File: src/rtl/aqp_ebus_arbiter.sv
// External Z80 bus arbiter: grants one of NUM_MASTERS internal masters the ebus,
// handles the BUSREQ/BUSACK handshake and generates synchronized RD#/WR# strobes.
module aqp_ebus_arbiter #(
  parameter int NUM_MASTERS = 3,
  parameter int SYNC_STAGES = 2,
  parameter int TURNAROUND  = 1
) (
  input  logic                     clk,
  input  logic                     reset_n,
  input  logic                     rr_mode,
  input  logic                     has_ext,
  input  logic [NUM_MASTERS-1:0]   m_req,
  output logic [NUM_MASTERS-1:0]   m_gnt,
  input  logic [16*NUM_MASTERS-1:0] m_a,
  input  logic [8*NUM_MASTERS-1:0] m_d,
  input  logic [NUM_MASTERS-1:0]   m_d_oe,
  input  logic [NUM_MASTERS-1:0]   m_rd_n,
  input  logic [NUM_MASTERS-1:0]   m_wr_n,
  input  logic [NUM_MASTERS-1:0]   m_mreq_n,
  input  logic [NUM_MASTERS-1:0]   m_iorq_n,
  output logic [15:0]              bus_a,
  output logic [7:0]               bus_d,
  output logic                     bus_d_oe,
  output logic                     bus_rd_n,
  output logic                     bus_wr_n,
  output logic                     bus_mreq_n,
  output logic                     bus_iorq_n,
  output logic                     bus_oe,
  output logic [1:0]               owner,
  output logic                     ext_busreq_n,
  input  logic                     ext_busack_n,
  input  logic                     ebus_rd_n_in,
  input  logic                     ebus_wr_n_in,
  output logic                     rd_stb,
  output logic                     wr_stb
);

  typedef enum logic [1:0] {IDLE, EXTREQ, GRANT, RELEASE} state_t;

  localparam logic [2:0] TA_LAST = 3'(TURNAROUND - 1);

  state_t                 state, state_d;
  logic [1:0]             owner_d, fp_win, rr_win, rr_cand;
  logic                   rr_found;
  logic [2:0]             ta_cnt, ta_cnt_d;
  logic [NUM_MASTERS-1:0] gnt_d;
  logic                   oe_d, busreq_d;

  // Per-master signals padded to four entries so a 2-bit owner indexes them directly.
  logic [3:0]  req4, doe4, rd4, wr4, mreq4, iorq4;
  logic [15:0] a4 [4];
  logic [7:0]  d4 [4];

  for (genvar g = 0; g < 4; g++) begin : g_port
    if (g < NUM_MASTERS) begin : g_used
      assign req4[g]  = m_req[g];
      assign doe4[g]  = m_d_oe[g];
      assign rd4[g]   = m_rd_n[g];
      assign wr4[g]   = m_wr_n[g];
      assign mreq4[g] = m_mreq_n[g];
      assign iorq4[g] = m_iorq_n[g];
      assign a4[g]    = m_a[16*g +: 16];
      assign d4[g]    = m_d[8*g +: 8];
    end else begin : g_pad
      assign req4[g]  = 1'b0;
      assign doe4[g]  = 1'b0;
      assign rd4[g]   = 1'b1;
      assign wr4[g]   = 1'b1;
      assign mreq4[g] = 1'b1;
      assign iorq4[g] = 1'b1;
      assign a4[g]    = '0;
      assign d4[g]    = '0;
    end
  end

  logic [SYNC_STAGES-1:0] ack_sync, rd_sync, wr_sync;
  logic                   rd_hist, wr_hist;
  logic                   ack_n_s, any_req, own_req, own_idle;

  assign ack_n_s  = ack_sync[SYNC_STAGES-1];
  assign any_req  = |m_req;
  assign own_req  = req4[owner];
  assign own_idle = rd4[owner] & wr4[owner] & mreq4[owner] & iorq4[owner];

  // Winner selection: fixed priority (lowest index) and round-robin (first after owner).
  always_comb begin
    // NOTE: every combinational output gets a default first so no latch is inferred.
    fp_win   = 2'd0;
    rr_win   = 2'd0;
    rr_cand  = 2'd0;
    rr_found = 1'b0;
    for (int k = NUM_MASTERS - 1; k >= 0; k--)
      if (req4[2'(k)]) fp_win = 2'(k);
    for (int k = 1; k <= NUM_MASTERS; k++) begin
      rr_cand = 2'((int'(owner) + k) % NUM_MASTERS);
      if (!rr_found && req4[rr_cand]) begin
        rr_win   = rr_cand;
        rr_found = 1'b1;
      end
    end
  end

  always_ff @(posedge clk or negedge reset_n) begin
    if (!reset_n) begin
      state        <= IDLE;
      owner        <= 2'(NUM_MASTERS - 1);
      ta_cnt       <= '0;
      m_gnt        <= '0;
      bus_oe       <= 1'b0;
      ext_busreq_n <= 1'b1;
    end else begin
      // NOTE: state registers use non-blocking assignments so every flop samples pre-edge values.
      state        <= state_d;
      owner        <= owner_d;
      ta_cnt       <= ta_cnt_d;
      m_gnt        <= gnt_d;
      bus_oe       <= oe_d;
      ext_busreq_n <= busreq_d;
    end
  end

  always_comb begin
    state_d  = state;
    owner_d  = owner;
    ta_cnt_d = ta_cnt;
    case (state)
      IDLE: if (any_req) begin
        owner_d = rr_mode ? rr_win : fp_win;
        state_d = (has_ext && ack_n_s) ? EXTREQ : GRANT;
      end
      EXTREQ: begin
        if (!own_req)      state_d = IDLE;
        else if (!ack_n_s) state_d = GRANT;
      end
      // A dropped request is only honoured once the owner's strobes are idle.
      GRANT: if (!own_req && own_idle) begin
        state_d  = RELEASE;
        ta_cnt_d = '0;
      end
      RELEASE: begin
        if (ta_cnt == TA_LAST) state_d = IDLE;
        else                   ta_cnt_d = ta_cnt + 3'd1;
      end
      default: state_d = IDLE;
    endcase
  end

  // Registered outputs are computed from the next state so they appear with it.
  always_comb begin
    oe_d     = (state_d == GRANT);
    gnt_d    = (state_d == GRANT) ? (NUM_MASTERS'(1) << owner_d) : '0;
    busreq_d = ext_busreq_n;
    case (state)
      IDLE: begin
        if (state_d == EXTREQ || (state_d == GRANT && has_ext)) busreq_d = 1'b0;
        else if (!any_req)                                        busreq_d = 1'b1;
      end
      EXTREQ:  if (state_d == IDLE) busreq_d = !any_req;
      RELEASE: if (state_d == IDLE && !any_req) busreq_d = 1'b1;
      default: ;
    endcase
  end

  always_comb begin
    bus_a      = a4[owner];
    bus_d      = d4[owner];
    bus_d_oe   = bus_oe & doe4[owner];
    bus_rd_n   = bus_oe ? rd4[owner]   : 1'b1;
    bus_wr_n   = bus_oe ? wr4[owner]   : 1'b1;
    bus_mreq_n = bus_oe ? mreq4[owner] : 1'b1;
    bus_iorq_n = bus_oe ? iorq4[owner] : 1'b1;
  end

  // Synchronizers preset to the idle (high) level so reset release creates no strobe.
  always_ff @(posedge clk or negedge reset_n) begin
    if (!reset_n) begin
      ack_sync <= '1;
      rd_sync  <= '1;
      wr_sync  <= '1;
      rd_hist  <= 1'b1;
      wr_hist  <= 1'b1;
      rd_stb   <= 1'b0;
      wr_stb   <= 1'b0;
    end else begin
      ack_sync <= {ack_sync[SYNC_STAGES-2:0], ext_busack_n};
      rd_sync  <= {rd_sync[SYNC_STAGES-2:0], ebus_rd_n_in};
      wr_sync  <= {wr_sync[SYNC_STAGES-2:0], ebus_wr_n_in};
      rd_hist  <= rd_sync[SYNC_STAGES-1];
      wr_hist  <= wr_sync[SYNC_STAGES-1];
      rd_stb   <= rd_hist & ~rd_sync[SYNC_STAGES-1];
      wr_stb   <= wr_hist & ~wr_sync[SYNC_STAGES-1];
    end
  end

endmodule

File: config.mk
export PLATFORM = sky130hd
export DESIGN_NAME = aqp_ebus_arbiter
export DESIGN_NICKNAME = d
export VERILOG_FILES = /design/src/rtl/aqp_ebus_arbiter.sv
export SDC_FILE = /design/constraint.sdc
export NUM_CORES = 1
export LEC_CHECK = 0
export BUFFER_PORTS_ARGS = -buffer_cell sky130_fd_sc_hd__buf_2
export CAP_MARGIN = 30
export CELL_PAD_IN_SITES_DETAIL_PLACEMENT = 0
export CELL_PAD_IN_SITES_GLOBAL_PLACEMENT = 1
export CORE_ASPECT_RATIO = 1.1
export CORE_MARGIN = 10
export CORE_UTILIZATION = 24
export DETAILED_ROUTE_END_ITERATION = 16
export PLACE_DENSITY_LB_ADDON = 0.15
export SLEW_MARGIN = 0
export SYNTH_ARGS = -nofsm -noshare
export SYNTH_HDL_FRONTEND = slang
export SYNTH_SLANG_ARGS = --single-unit
export TNS_END_PERCENT = 100
File: constraint.sdc
create_clock -name clk -period 2.2 [get_ports clk]
set_input_delay 0.66 -clock clk [delete_from_list [all_inputs] [get_ports clk]]
set_output_delay 0.66 -clock clk [all_outputs]
set_load 0.01 [all_outputs]
Yosys cells after proc, flatten, opt, wreduce, memory -nomap -nowiden
Cells that the tools add are included.
{"block": "word_totals", "latch_bits": 0, "n_memories": 0, "romBits": 0, "ramBits": 0, "in_bits": 97, "regBits": 22}
{"block": "op_classes", "n_lt_le_gt_ge": 5, "n_reduce_logical": 19, "n_div": 3, "n_bitwise": 9, "n_mux": 54, "shifts": 1, "add_sub_neg": 4, "mul": 0, "eq_ne": 10}
{"op": "modulo 32 x 3 -> 32 bit (second input constant)", "count": 3}
{"op": "binary-select mux 16 bit (select 2 bit)", "count": 1}
{"op": "2-to-1 mux 16 bit", "count": 2}
{"op": "2-to-1 mux 2 bit", "count": 14}
{"op": "2-to-1 mux 1 bit", "count": 19}
{"op": "binary-select mux 1 bit (select 2 bit)", "count": 9}
{"op": "binary-select mux 8 bit (select 2 bit)", "count": 1}
{"op": "2-to-1 mux 8 bit", "count": 2}
{"op": "< comparator 2 x 3 -> 1 bit (second input constant)", "count": 4}
{"op": "2-to-1 mux 3 bit", "count": 3}
{"op": "!= test 2 bit (second input constant)", "count": 4}
{"op": "case mux 2 bit (4 select lines)", "count": 1}
{"op": "adder 2 x 2 -> 3 bit (second input constant)", "count": 2}
{"op": "bitwise AND 1 bit", "count": 6}
{"op": "== test 2 bit (second input constant)", "count": 3}
{"op": "logical AND 1 bit", "count": 6}
{"op": "case mux 3 bit (2 select lines)", "count": 1}
{"op": "== test 2 x 1 -> 1 bit (second input constant)", "count": 2}
{"op": "zero test 1 bit", "count": 4}
{"op": "zero test 2 bit", "count": 2}
{"op": "AND reduction 4 bit", "count": 1}
{"op": "adder 2 x 1 -> 3 bit (second input constant)", "count": 1}
{"op": "adder 3 x 1 -> 3 bit (second input constant)", "count": 1}
{"op": "greater-or-equal comparator 3 bit (second input constant)", "count": 1}
{"op": "other kinds (11)", "count": 12}

Longest topological paths before layout
Gate-level depths: netlist (run 1).
{"block": "depth", "depth_word": 16, "mapped_depth": 10}

Least setup slack after synthesis (run 1)
No wires, ideal clock.
{"block": "synth_timing", "kind": "reg-to-reg", "start": "reg owner[1]", "end": "reg m_gnt[1]", "path_slack_ps": -141, "t_required_ps": 2071, "stages_incl_launch_ff": 11, "path_buffers": 3, "t_arrival_ps": 2212, "path_cell_list": "dfstp_2 > buf_6 > buf_2 > buf_2 > inv_1 > ha_1 > nand2b_1 > a21oi_1 > o21bai_1 > a41o_1 > nor3b_2"}
{"block": "synth_between", "elab_chain_cells": 16, "word_cells_on_any_way": 45, "cone_classes": "add/sub: 3; div: 3; eq/ne: 1; shift: 1; mux: 28; bitwise: 3; reduce/logical: 6"}
{"item": "start: declaration", "line_no": "29", "rtl": "output logic [1:0] owner,"}
{"item": "start signal: assignment", "line_no": "106", "rtl": "owner <= 2'(NUM_MASTERS - 1);"}
{"item": "start signal: assignment", "line_no": "114", "rtl": "owner <= owner_d;"}
{"item": "adder 2 x 1 -> 3 bit", "line_no": "95", "rtl": "rr_cand = 2'((int'(owner) + k) % NUM_MASTERS);"}
{"item": "modulo 32 x 3 -> 32 bit", "line_no": "95"}
{"item": "binary-select mux 1 bit (select 2 bit)", "line_no": "96", "rtl": "if (!rr_found && req4[rr_cand]) begin"}
{"item": "2-to-1 mux 1 bit (not written as such)", "line_no": "96"}
{"item": "2-to-1 mux 1 bit", "line_no": "96"}
{"item": "zero test 1 bit", "line_no": "96"}
{"item": "logical AND 1 bit", "line_no": "96"}
{"item": "2-to-1 mux 1 bit", "line_no": "96"}
{"item": "[... 2 more ...]"}
{"item": "2-to-1 mux 2 bit *", "line_no": "96"}
{"item": "2-to-1 mux 2 bit *", "line_no": "128", "rtl": "owner_d = rr_mode ? rr_win : fp_win;"}
{"item": "2-to-1 mux 2 bit *", "line_no": "127", "rtl": "IDLE: if (any_req) begin"}
{"item": "2-to-1 mux 2 bit *", "line_no": "126", "rtl": "case (state)"}
{"item": "via owner_d[0]", "line_no": "43", "rtl": "logic [1:0] owner_d, fp_win, rr_win, rr_cand;"}
{"item": "left shift 1 x 2 -> 3 bit *", "line_no": "151", "rtl": "gnt_d = (state_d == GRANT) ? (NUM_MASTERS'(1) << owner_d) : '0;"}
{"item": "2-to-1 mux 3 bit *", "line_no": "151"}
{"item": "via gnt_d[1]", "line_no": "46", "rtl": "logic [NUM_MASTERS-1:0] gnt_d;"}
{"item": "end signal: assignment", "line_no": "116", "rtl": "m_gnt <= gnt_d;"}
{"item": "end: declaration", "line_no": "13", "rtl": "output logic [NUM_MASTERS-1:0] m_gnt,"}
The timed path passes the listed nets; every way through them passes the cells marked *. The select of a mux whose other input is x is not followed.
A chain may end at the register's enable or synchronous reset.

Worst setup path in the final report (run 1)
{"block": "layout_timing", "start": "reg owner[1]", "end": "out bus_rd_n"}
{"block": "layout_between", "elab_chain_cells": 3}
{"item": "binary-select mux 1 bit (select 2 bit)", "line_no": "168", "rtl": "bus_rd_n = bus_oe ? rd4[owner] : 1'b1;"}
{"item": "2-to-1 mux 1 bit (not written as such)", "line_no": "168"}
{"item": "2-to-1 mux 1 bit", "line_no": "168"}
{"item": "end: declaration", "line_no": "24", "rtl": "output logic bus_rd_n,"}
No other way between the ends. The select of a mux whose other input is x is not followed.

==> results.md, run 1 <==
* Switch Pwr at 1690 uW
* Post-detail-place hpwl at 6250 microns
* Cell count after synthesis at 201
* Lkg Pwr at 0.00140 uW
* R2R depth at 7
* Synth-to-Final Area Change at 69.2%
* Final ANT Viol Nets at 0
* Reg2reg end: ext_busreq_n
* Largest net degree at the start of global routing at 26
* Placed cell area at 0.00254 sq mm
* Internal power at 2240 uW
* Flop2flop setup slack at 0.04 ns
* Tot Pwr at 3920 uW
* Post-synth net total at 302
* Routed WL per cell at 17.8 microns
* # IOs at 135
* Finished Layout Cells at 438
* Final setup vio count at 24
* Final instance area at 0.00292 sq mm
* Comb power frac at 73.4%
* Outcome: finished with violations
* Router iterations before antenna repair at 4
* Switching Share at 43.0%
* Commonest non-fill, non-tap cell in the layout: buf_2
* Starting Density at 24.6%
* Total Nets Final at 455
* Synth cell types at 43
* Final Skew at 0.000997 ns
* Sequential Power Share at 17.0%
* DRC viols at 0
* Detailed-route wire length at 7800 microns
* Via count at 2032
* Global-route wire length before repair at 11600 microns
* Share of synthesized registers carrying an async set or reset at 100%
* Number of max-slew violations in the final report at 0
* Vias in the first global route at 2067
* Hold_buf cts at 0
* DRT iter0 DRCs at 45
* Num CTS Buffers at 3
* Syn Std Cell Area at 0.00172 sq mm
* DP Cell Count at 418
* Register area share after synthesis at 32.7%
* Gr usage total at 13.3%
* Clk buf depth at 2
* Clock Power Share at 9.6%
* Slew @ Worst Pin at 0.495 ns
* Hold Fails Final Rpt at 0
* CTS tree: built
* Critical path endpoint category: output pin
* Yosys reg bits at 22
* Final hold slack at 0.352 ns
* Clk slew on worst S/H paths at 0.08 ns
* Reg2reg start: owner[1]
* Final cycle utilization of the critical path at 103%
* GRT overflow at 0
* Buffers on Ports at 134
* Fmax at 439 MHz
* Skew-Pair Late Insertion Delay at 0.26 ns
* Die Height at 109 microns
* Category of the most critical setup path: reg2out
* Failing checks: negative setup slack
* RSZ-0062 raised after global routing: true
* Hold/Removal Path Class: in2async
* Rel. slew slack at 67.0%
* RD Place Congestion at 0.799
* Die Wd at 101 microns
* Std cell rows at 32
* P per Cell Area at 1350 mW/mm^2
* Core Area at 0.00701 sq mm
* Antenna violations before repair at 0
* CTS sink cnt at 22
* VDD IR max at 0.000572 V
* Main flop type after synthesis: dfrtp_1
* Routed vias/inst at 4.64
* Startpoint Class: register
* Share of layout cells above drive strength 1 at 55.0%
* Max-cap violation count at 0
* Worst setup margin at -0.0755 ns
* # fillers at 718
* Die area at 0.0110 sq mm
* Synth warn at 0
* Required @ worst endpoint at 1.54 ns
* Average size of a mapped cell at 8.57 sq um
* Antenna diodes at 0
* Most frequent cells in the layout: buf_2, nand2_1, mux2i_1
* H-tree depth at 1
* WP data arrival at 1.62 ns
* Crit Path Max Fanout at 8
* Post-synth EDFFs at 0
* Final min period at 2.28 ns
* CTS Root Cell: clkbuf_8
sequential cells by signal, indices dropped and copies added, names as in the netlist, 2 cells and up:
signal    flops
m_gnt         3
ta_cnt        3
ack_sync      2
owner         2
rd_sync       2
state         2
wr_sync       2
power groups by stage:
stage                     logic, uW  registers [uW]  clock network (uW)
after floorplan                1430             641                   0
after global placement         2300             672                   0
after detailed placement       2290             673                   0
after CTS                      2690             669                 392
after global routing           3150             690                 413
final                          2880             668                 375
through the flow:
stage	TNS (ns)	util, %	setup WS [ns]
6_report	-0.701	41.6	-0.0755
5_1_grt	-3.58	41.6	-0.162
4_1_cts	-1.54	39.9	-0.0920
3_5_place_dp	0	36.2	0.0480
3_3_place_gp	0	36.2	0.0208
2_1_floorplan	0	-	0.0110
repair_timing:
action,CTS,global route
setup endpoints to repair,29,37
pin swaps,2,11
gates resized for setup,30,18
setup buffers,10,3
cloned,3,0
per-layer routing:
layer	GRT usage (%)	wire, microns	share of wire (%)
met4	2.73	30	0.38
met5	0	0	0
met2	24.7	3930	50
met1	14.8	3160	41
met3	3.29	678	8.7
critical path, cell delays in order (launching register included):
cell       delay (ns)
dfstp_2          0.62
buf_12           0.16
mux2i_4          0.23
a2bb2oi_2        0.07
nand2b_1         0.13
buf_2            0.14
synthesized netlist by cell type (2+ instances only):
master / count / area (sq um)
inv_1: 8 / 30.0
o21bai_1: 2 / 15.0
nor2b_1: 5 / 31.3
nand2b_1: 6 / 37.5
or3_1: 2 / 12.5
dfstp_2: 10 / 263
nor2_1: 7 / 26.3
mux2i_1: 29 / 290
o22ai_1: 2 / 12.5
nand3_1: 3 / 15.0
a21o_1: 2 / 15.0
nor3_1: 4 / 20.0
o31ai_1: 2 / 15.0
a2bb2oi_1: 3 / 26.3
clkbuf_1: 5 / 18.8
dfrtp_1: 12 / 300
buf_2: 5 / 25.0
ha_1: 4 / 50.1
nand2_1: 34 / 128
o21ai_0: 27 / 135
a21oi_1: 7 / 35.0
cell type report:
type / count / area [sq um] / share of cell area, %
Multi-Input combinational cell: 159 / 1180 / 40.4
Timing Repair Buffer: 160 / 966 / 33.1
Sequential cell: 22 / 563 / 19.3
Tap cell: 85 / 106 / 3.65
Clock buffer: 3 / 41.3 / 1.42
Clock inverter: 1 / 30.0 / 1.03
Inverter: 8 / 30.0 / 1.03
kinds of logic after synthesis:
family                   after synthesis  synth area share (%)
XOR/XNOR                               1                 0.508
flip-flops                            22                  32.7
multiplexers                          30                  17.5
AO/OA/AOI/OAI                         57                  22.1
AND/OR/NAND/NOR                       67                  18.9
buffers and inverters                 20                  5.37
adder cells (fa/ha/maj)                4                  2.90
how the worst max path moves through the flow:
stage	from	slack, ns	end	cells after the start
2_1_floorplan	owner[1]	0.01	bus_a[10]	5
3_3_place_gp	owner[1]	0.02	m_gnt[2]	6
3_5_place_dp	owner[1]	0.05	m_gnt[1]	6
4_1_cts	owner[1]	-0.09	bus_rd_n	5
5_1_grt	owner[1]	-0.16	bus_mreq_n	5
6_report	owner[1]	-0.08	bus_rd_n	5
(Power assumes the default switching activity.)
==> run 2, diff against run 1 <==
- PLACE_DENSITY_LB_ADDON: 0.15 -> 0.1
==> results.md, run 2 (synthesis results as in run 1) <==
* CTS tree: built
* Largest net degree at the start of global routing at 28
* Final setup vio count at 26
* # fillers at 727
* Reg2reg end: m_gnt[1]
* Via count at 2055
* Number of max-slew violations in the final report at 0
* Total Neg Setup Slack at -1.19 ns
* Most frequent cells in the layout: buf_2, nand2_1, mux2i_1
* Max-cap violation count at 0
* Rel. slew slack at 67.0%
* Detailed-route wire length at 7350 microns
* Num CTS Buffers at 3
* Biggest regs: m_gnt (3), ta_cnt (3)
* Required @ worst endpoint at 1.54 ns
* Starting Density at 24.6%
* Final cycle utilization of the critical path at 105%
* Total Nets Final at 456
* WP data arrival at 1.65 ns
* Clk slew on worst S/H paths at 0.08 ns
* Lkg Pwr at 0.00140 uW
* Category of the most critical setup path: reg2out
* DRC viols at 0
* Antenna diodes at 0
* # IOs at 135
* Hold_buf cts at 0
* Router iterations before antenna repair at 4
* VDD IR max at 0.000713 V
* RD Place Congestion at 0.798
* CTS Root Cell: clkbuf_8
* RSZ-0062 raised after global routing: true
* Final Skew at 0.00323 ns
* Commonest non-fill, non-tap cell in the layout: buf_2
* CTS sink cnt at 22
* Gr usage total at 11.8%
* H-tree depth at 1
* Hold Fails Final Rpt at 0
* Post-detail-place hpwl at 6000 microns
* Worst setup margin at -0.110 ns
* Flop2flop setup slack at 0.02 ns
* Routed vias/inst at 4.68
* Startpoint Class: register
* Antenna violations before repair at 0
* Die Wd at 101 microns
* Synth-to-Final Area Change at 68.7%
* Tot Pwr at 3850 uW
* Final min period at 2.31 ns
* Hold/Removal Path Class: in2async
* Reg2reg start: owner[1]
* Final hold slack at 0.355 ns
* P per Cell Area at 1330 mW/mm^2
* Core Area at 0.00701 sq mm
* Final ANT Viol Nets at 0
* Slew @ Worst Pin at 0.495 ns
* Crit Path Max Fanout at 7
* Routed WL per cell at 16.7 microns
* Die Height at 109 microns
* Failing checks: negative setup slack
* Buffers on Ports at 134
* Clk buf depth at 2
* Critical path endpoint category: output pin
* Share of layout cells above drive strength 1 at 56.8%
* Skew-Pair Late Insertion Delay at 0.26 ns
* Global-route wire length before repair at 10700 microns
* Fmax at 433 MHz
* Outcome: finished with violations
* Die area at 0.0110 sq mm
* R2R depth at 9
* Vias in the first global route at 1926
* GRT overflow at 0
* DRT iter0 DRCs at 43
* Std cell rows at 32
==> run 2: worst max-delay path: stages, from the launching register on <==
cell,delay [ns]
dfstp_2,0.65
buf_6,0.14
mux2i_2,0.23
a2bb2oi_2,0.08
nand2b_1,0.14
buf_2,0.14
==> run 2: metal layers <==
metal | global-route usage, % | wire length, microns
met1 | 14.8 | 3020
met2 | 18.9 | 3370
met3 | 4.56 | 925
met4 | 2.42 | 27
met5 | 0 | 0
==> run 2: worst max-delay path by stage <==
stage	startpoint	to	slack, ns	cells after the start
after global placement	m_wr_n[2]	bus_wr_n	0.11	5
after CTS	owner[1]	bus_mreq_n	-0.12	5
after floorplan	owner[1]	bus_a[10]	0.01	5
after global routing	owner[1]	bus_mreq_n	-0.19	5
after detailed placement	m_wr_n[2]	bus_wr_n	0.08	5
final	owner[1]	bus_mreq_n	-0.11	5
==> run 2: where the power goes <==
part           switching (uW)  leakage (uW)  total [uW]  internal (uW)
registers                 120      0.000255         655            534
logic                    1420       0.00111        2820           1410
clock network             133     0.0000357         376            243
==> run 2: cell type report <==
cell class / count / area (sq um) / area share (%)
well taps: 85 / 106 / 3.66
repair buffers: 161 / 948 / 32.6
clock buffers: 3 / 41.3 / 1.42
flip-flops and latches: 22 / 563 / 19.4
inverters: 8 / 30.0 / 1.03
multi-input cells: 159 / 1190 / 40.9
clock inverters: 1 / 30.0 / 1.03
==> run 2: metrics by stage <==
stage | setup slack [ns] | instance area [sq um] | util, % | cells
after floorplan | 0.0110 | 1730 | - | 201
after global placement | 0.113 | 2570 | 36.6 | 422
after detailed placement | 0.0821 | 2570 | 36.6 | 422
after CTS | -0.117 | 2720 | 38.8 | 431
after global routing | -0.191 | 2910 | 41.5 | 439
final | -0.110 | 2910 | 41.5 | 439
==> run 2: timing repair <==
item	in CTS	in global routing
endpoints found under the setup margin	25	37
pin swaps	0	13
gates resized for setup	18	34
setup buffers	5	9
==> run 3, diff against run 2 <==
- CORE_UTILIZATION: 24 -> 29
- clock period: 2.2 -> 2.9 ns (I/O delays scaled with it)
==> results.md, run 3 (synthesis results as in run 1) <==
* Post-detail-place hpwl at 5890 microns
* Clock Power Share at 11.6%
* Global-route wire length before repair at 10900 microns
* Clk buf depth at 2
* Internal power at 1290 uW
* Pre-CTS setup slack at 0.388 ns
* # IOs at 135
* Gr usage total at 14.2%
* Routed vias/inst at 4.88
* Largest stage delay, worst path at 0.72 ns
* Commonest non-fill, non-tap cell in the layout: buf_2
* CTS tree: built
* Final min period at 2.72 ns
* Antenna diodes at 0
* Total Neg Setup Slack at 0 ns
* Post-CTS resize count at 0
* Final ANT Viol Nets at 0
* Post-CTS Setup Bufs at 0
* Lkg Pwr at 0.00124 uW
* P per Cell Area at 943 mW/mm^2
* Sequential Power Share at 22.1%
* Total Nets Final at 434
* Outcome: finished clean
* DRT iter0 DRCs at 71
* Rel. slew slack at 65.0%
* Hold_buf cts at 0
* Skew-Pair Late Insertion Delay at 0.26 ns
* Final Skew at 0.00520 ns
* Std cell rows at 29
* Vias in the first global route at 1934
* RD Place Congestion at 0.818
* Hold/Removal Path Class: reg2reg
* Core Area at 0.00577 sq mm
* Biggest regs: m_gnt (3), ta_cnt (3)
* Max-cap violation count at 0
* Number of max-slew violations in the final report at 0
* CTS Root Cell: clkbuf_8
* Final setup vio count at 0
* Fmax at 368 MHz
* Switch Pwr at 1100 uW
* Starting Density at 29.9%
* Crit Path Max Fanout at 14
* Hold Fails Final Rpt at 0
* Detailed-route wire length at 6990 microns
* Switching Share at 46.0%
* CP max stage cell: dfstp_2
* Cells along the critical path: buf_4 -> mux2i_1 -> nor2_1 -> a21oi_1 -> nor2b_1 -> buf_2
* Required @ worst endpoint at 2.03 ns
* Share of layout cells above drive strength 1 at 48.2%
* Routed WL per cell at 17.1 microns
* Via count at 1997
* WP data arrival at 1.85 ns
* Buffers on Ports at 134
* Clk slew on worst S/H paths at 0.08 ns
* Delay-heaviest family, CP: flip-flops
* Final cycle utilization of the critical path at 93.8%
* Antenna violations before repair at 0
* VDD IR max at 0.000568 V
* Comb power frac at 66.3%
* Largest net degree at the start of global routing at 26
* Die Height at 101 microns
* CP Buf/Inv Count at 2
* Synth-to-Final Area Change at 47.2%
* Most frequent cells in the layout: buf_2, nand2_1, mux2i_1
* Num CTS Buffers at 3
* Die Wd at 93.5 microns
* RSZ-0062 raised after global routing: false
* Startpoint Class: register
* Category of the most critical setup path: reg2out
* Worst setup margin at 0.181 ns
* GRT overflow at 0
* Slew @ Worst Pin at 0.521 ns
* CTS sink cnt at 22
* DRC viols at 0
* Router iterations before antenna repair at 4
* Die area at 0.00943 sq mm
* H-tree depth at 1
* Critical path endpoint category: output pin
==> run 3: cell type report <==
class / instances / area (sq um)
Fill cell: 598 / 3230
Multi-Input combinational cell: 159 / 1070
Inverter: 8 / 30.0
Clock buffer: 3 / 41.3
Tap cell: 77 / 96.3
Timing Repair Buffer: 139 / 708
Clock inverter: 1 / 30.0
Sequential cell: 22 / 563
==> run 3: routing by layer <==
layer  global-route usage (%)  share of wire (%)
met2                     26.8                 51
met1                     15.0                 39
met3                     4.69                9.5
met4                     1.90               0.69
met5                        0                  0
==> run 3: worst reg2reg max path: cells and delay by family, from the launching register on <==
kind / cells / cell delay (ns)
multiplexers: 1 / 0.29
AND/OR/NAND/NOR: 1 / 0.25
flip-flops: 1 / 0.72
AO/OA/AOI/OAI: 3 / 0.78
==> run 3: final timing paths <==
| kind | from | to | slack, ns | cells after the start |
|---|---|---|---|---|
| setup / recovery | owner[1] | bus_d_oe | 0.18 | 6 |
| hold / removal | ack_sync[0] | ack_sync[1] | 0.35 | 0 |
| setup reg to reg | owner[1] | ext_busreq_n | 0.74 | 5 |
| hold reg to reg | ack_sync[0] | ack_sync[1] | 0.35 | 0 |
| max in group asynchronous | reset_n | ext_busreq_n | 2.00 | 1 |
| min in group asynchronous | reset_n | rd_stb | 0.55 | 1 |
==> run 3: power groups by stage <==
stage / Sequential (uW) / Clock (uW) / Combinational, uW
6_report: 528 / 279 / 1590
5_1_grt: 549 / 304 / 1760
4_1_cts: 531 / 289 / 1620
3_5_place_dp: 537 / 0 / 1620
3_3_place_gp: 536 / 0 / 1620
2_1_floorplan: 486 / 0 / 1070
==> run 3: stage by stage <==
stage,power (uW),std cells,area (sq um),util [%],hold WS [ns]
4_1_cts,2440,409,2540,44.0,0.359
5_1_grt,2620,409,2540,44.0,0.362
2_1_floorplan,1560,201,1720,-,0.345
3_5_place_dp,2150,405,2460,42.7,0.348
3_3_place_gp,2160,405,2460,42.7,0.346
6_report,2390,409,2540,44.0,0.354
